<file path="src/rtl/img_mem_writer.sv">
// ---------------------------------------------------------------------------
// img_mem_writer : RGB888 stream to row-major frame buffer writer
// Revision 1.0
// ---------------------------------------------------------------------------
`default_nettype none

module img_mem_writer #(
  parameter int H_SIZE    = 640,
  parameter int V_SIZE    = 480,
  parameter bit BOTTOM_UP = 1'b1,
  parameter bit SWAP_BGR  = 1'b1,
  localparam int AW       = $clog2(H_SIZE*V_SIZE)
) (
  input  logic          clk,
  input  logic          rst_n,
  input  logic          start,
  input  logic          s_valid,
  input  logic [23:0]   s_data,
  output logic          s_ready,
  output logic          we,
  output logic [AW-1:0] addr,
  output logic [23:0]   wdata,
  output logic          busy,
  output logic          frame_done
);

  localparam int XW = (H_SIZE > 1) ? $clog2(H_SIZE) : 1;
  localparam int YW = (V_SIZE > 1) ? $clog2(V_SIZE) : 1;

  localparam logic [AW-1:0] C_ROW_STEP  = AW'(H_SIZE);
  localparam logic [AW-1:0] C_LAST_BASE = AW'((V_SIZE-1)*H_SIZE);
  localparam logic [XW-1:0] C_X_LAST    = XW'(H_SIZE-1);
  localparam logic [YW-1:0] C_Y_LAST    = YW'(V_SIZE-1);

  typedef enum logic [1:0] {
    S_IDLE  = 2'd0,
    S_WRITE = 2'd1,
    S_DONE  = 2'd2
  } state_t;

  state_t          state_q, state_d;
  logic [XW-1:0]   x_q, x_d;
  logic [YW-1:0]   y_q, y_d;
  logic [AW-1:0]   base_q, base_d;
  logic            we_q, we_d;
  logic [AW-1:0]   addr_q, addr_d;
  logic [23:0]     wdata_q, wdata_d;
  logic [23:0]     pix_rgb;

  assign pix_rgb = SWAP_BGR ? {s_data[7:0], s_data[15:8], s_data[23:16]} : s_data;

  always_comb begin
    state_d    = state_q;
    x_d        = x_q;
    y_d        = y_q;
    base_d     = base_q;
    we_d       = 1'b0;
    addr_d     = addr_q;
    wdata_d    = wdata_q;
    s_ready    = 1'b0;
    busy       = 1'b0;
    frame_done = 1'b0;
    case (state_q)
      S_IDLE: begin
        if (start) begin
          state_d = S_WRITE;
          x_d     = '0;
          y_d     = '0;
          base_d  = BOTTOM_UP ? C_LAST_BASE : '0;
        end
      end
      S_WRITE: begin
        s_ready = 1'b1;
        busy    = 1'b1;
        if (s_valid) begin
          we_d    = 1'b1;
          addr_d  = base_q + AW'(x_q);
          wdata_d = pix_rgb;
          // Row base walks by one row per wrap so no multiplier is needed.
          if (x_q == C_X_LAST) begin
            if (y_q == C_Y_LAST) begin
              state_d = S_DONE;
            end else begin
              x_d    = '0;
              y_d    = y_q + 1'b1;
              base_d = BOTTOM_UP ? (base_q - C_ROW_STEP) : (base_q + C_ROW_STEP);
            end
          end else begin
            x_d = x_q + 1'b1;
          end
        end
      end
      S_DONE: begin
        busy       = 1'b1;
        frame_done = 1'b1;
        state_d    = S_IDLE;
      end
      default: state_d = S_IDLE;
    endcase
  end

  always_ff @(posedge clk or negedge rst_n) begin
    if (!rst_n) begin
      state_q <= S_IDLE;
      x_q     <= '0;
      y_q     <= '0;
      base_q  <= '0;
      we_q    <= 1'b0;
      addr_q  <= '0;
      wdata_q <= '0;
    end else begin
      state_q <= state_d;
      x_q     <= x_d;
      y_q     <= y_d;
      base_q  <= base_d;
      we_q    <= we_d;
      addr_q  <= addr_d;
      wdata_q <= wdata_d;
    end
  end

  assign we    = we_q;
  assign addr  = addr_q;
  assign wdata = wdata_q;

endmodule

`default_nettype wire

</file>
<file path="config.mk">
export PLATFORM = sky130hd
export DESIGN_NAME = img_mem_writer
export DESIGN_NICKNAME = d
export VERILOG_FILES = /design/src/rtl/img_mem_writer.sv
export SDC_FILE = /design/constraint.sdc
export NUM_CORES = 1
export LEC_CHECK = 0
export BUFFER_PORTS_ARGS = -buffer_cell sky130_fd_sc_hd__buf_2
export CAP_MARGIN = 20
export CORE_UTILIZATION = 40
export DETAILED_ROUTE_END_ITERATION = 7
export PLACE_DENSITY = 0.7
export SETUP_SLACK_MARGIN = 0.5
export SYNTH_ARGS = -nofsm -noshare
export SYNTH_HDL_FRONTEND = slang
export SYNTH_SLANG_ARGS = --single-unit
export TNS_END_PERCENT = 100
</file>
<file path="constraint.sdc">
create_clock -name clk -period 2.4 [get_ports clk]
set_input_delay 0.36 -clock clk [delete_from_list [all_inputs] [get_ports clk]]
set_output_delay 0.36 -clock clk [all_outputs]
set_load 0.01 [all_outputs]
</file>
==> impl_results.md <==
- Peak VDD IR: 0.000265 V
- CP Capture Type: flop
- Commonest cells in the netlist: 122 x nand2_1, 77 x dfrtp_1, 20 x a31oi_1
- Max-Cap Viols: 0
- LEAKAGE: 2.43 nW
- Total power draw: 0.00283 W
- Netlist cell types: 48
- Total die area: 10000 um2
- Clock slew at reported path FFs: 0.09 ns
- Via density: 5.46
- Synthesized Nets: 464
- Largest fanout on the critical path: 5
- Number of global-route vias before repair: 3347
- CTS tree: yes
- Area contributors post-synth: dfrtp_1 50%, nand2_1 12%, a31oi_1 3.3%
- Number of synthesized register bits: 77
- Hold Fails Final Rpt: 0
- Fin nets: 560
- Final setup TNS: 0 ns
- Pin count of the biggest net entering global routing: 51
- Status: finished, final reports clean
- Top-count cell post-synth: nand2_1
- Ant diodes: 0
- Synth top area share: 50.1%
- Via count: 3583
- H-Tree Depth: 3
- Area growth syn-to-layout: 27.8%
- Min cycle time layout: 2.04 ns
- Syn avg cell area: 9.03 um2
- Drt pass-1 iters: 5
- Fmax: 0.491 GHz
- Total track usage: 19.8%
- Routed wire length: 9.67 mm
- Core ar.: 9280 um2
- Worst-Skew Late Latency: 0.37 ns
- First-pass GRT wire length: 15.7 mm
- Die width: 100 um
- Ratio of cells with drive above 1 in the final layout: 29.6%
- Synth area leader: dfrtp_1
- Register area share after synthesis: 50.1%
- Pwr dens: 575 nW/um2
- Iteration-0 DRC Markers: 168
- Initial antenna violation count: 0
- Kind of critical path: reg -> reg
- Critical path arrival: 2.33 ns
- Antenna-violating nets left: 0
- Worst EP required: 2.69 ns
- Tightest Pin Transition: 0.457 ns
- Ys Warns: 0
- Sinks on Clock Net: 77
- # rows: 35
- Setup-failing EPs final: 0
- WL/cell: 14.7 um
- Reg2Reg Setup Slack: 0.36 ns
- Root Buffer: clkbuf_8
- Multi-input logic area: 1920 um2
- Worst hold path class: in -> reg
- Number of flops mapped to enable cells by yosys: 0
- Mapped cell area: 3850 um2
- DRC Markers: 0
- Max Slew Vio Count: 0
- Register Area: 1930 um2
- Final setup skew: 0.0127 ns
- Total CTS buffers: 9
- Top_reg_cell synth: dfrtp_1
- Die Y: 100 um
- Gpl congestion: 0.861
- Critical Path Start Type: flop
- Hpwl dp: 6.35 mm
- Slew HR: 69.6%
- CTS max path bufs: 2
- Gr ovfl total: 0
- IO Port Bufs: 74
- Synthesized instance count: 426
- Initial core utilization: 41.4%
- Ys async rst share: 100%
- Fillers: 830
- Crit share post-route: 84.9%
- I/O pin total: 75
- RSZ-0062 raised after global routing: true
==> critical path: stages (launching register included) <==
cell and delay, ns:
dfrtp_1 0.43, ha_1 0.39, a211oi_4 0.10, or3_4 0.41
or4_1 0.47, a31oi_1 0.16
==> placed cells by master, fill, tap and decap left out, types with 6 or more instances in the layout <==
cell type	instances
a21oi_1	9
a22o_1	6
a31oi_1	19
a41oi_1	12
and3_1	7
buf_2	73
buf_4	28
clkbuf_8	10
dfrtp_1	74
inv_1	13
nand2_1	121
nand2b_1	9
nand3_1	11
nor2_1	14
nor3_1	7
o21ai_0	14
or4_1	7
==> kinds of logic (layout without fill, tap and decap cells) <==
kind of cell | count (synthesis) | count (layout) | share of synthesized area (%)
xor gates and xnor gates | 7 | 7 | 1.59
adders and majority gates | 10 | 10 | 3.25
buffers and inverters | 38 | 139 | 4.00
muxes | 5 | 5 | 1.40
DFF | 77 | 77 | 50.1
and+or+nand+nor | 206 | 206 | 24.8
AOI/OAI and AO/OA | 83 | 83 | 14.8
==> through the flow <==
stage                     hold WS, ns  util, %  worst slack (ns)  instance area [um2]  std cells
after floorplan                0.0644        -             0.296                 3880        426
after global placement          0.339     47.8             0.285                 4430        621
after detailed placement        0.343     47.8             0.161                 4430        621
after CTS                       0.163     51.6             0.367                 4790        652
after global routing            0.166     53.0             0.307                 4920        656
final                           0.174     53.0             0.362                 4920        656
==> path summary, 6_finish.rpt <==
| kind | startpoint | depth (start not counted) | end |
|---|---|---|---|
| max | base_q[8] | 5 | addr[18] |
| max in group asynchronous | rst_n | 3 | x_q[4] |
| min in group asynchronous | rst_n | 2 | wdata[17] |
| max reg2reg | base_q[8] | 5 | addr[18] |
| min reg2reg | wdata[5] | 2 | wdata[5] |
| min | s_data[14] | 3 | wdata[14] |
==> metal layers <==
metal | GRT usage, % | vias up | part of all wire (%)
met4 | 8.03 | 0 | 1.9
li1 | - | 1698 | -
met3 | 5.15 | 25 | 7.8
met1 | 24.6 | 1683 | 44
met2 | 32.9 | 177 | 46
met5 | 0 | - | 0
==> sequential cells by signal, indices dropped and copies added, names as in the netlist <==
name	cells
wdata	24
we	1
y_q	9
base_q	12
addr	19
state_q	2
x_q	10
==> power breakdown <==
group / leakage [nW] / internal [W] / switching (W) / total, W
clock: 0.0906 / 0.000388 / 0.000534 / 0.000922
combinational: 1.37 / 0.000167 / 0.000234 / 0.000401
sequential: 0.967 / 0.00141 / 0.0000961 / 0.00150
total: 2.43 / 0.00196 / 0.000864 / 0.00283
==> final cells by class <==
type	count	share of cell area, %
flip-flops and latches	77	39.3
multi-input cells	311	39.0
repair buffers	109	13.7
well taps	129	3.28
clock buffers	9	2.52
clock inverters	7	1.15
inverters	14	1.07
==> timing repair <==
item / 4_1_cts / 5_1_grt
cloned: 1 / 0
hold buffers: 1 / 0
setup endpoints to repair: 30 / 37
gates resized for setup: 15 / 21
pin swaps: 6 / 4
endpoints found under the hold margin: 34 / 0
setup buffers: 13 / 4
No activity file was read; power rests on OpenSTA's default activity.
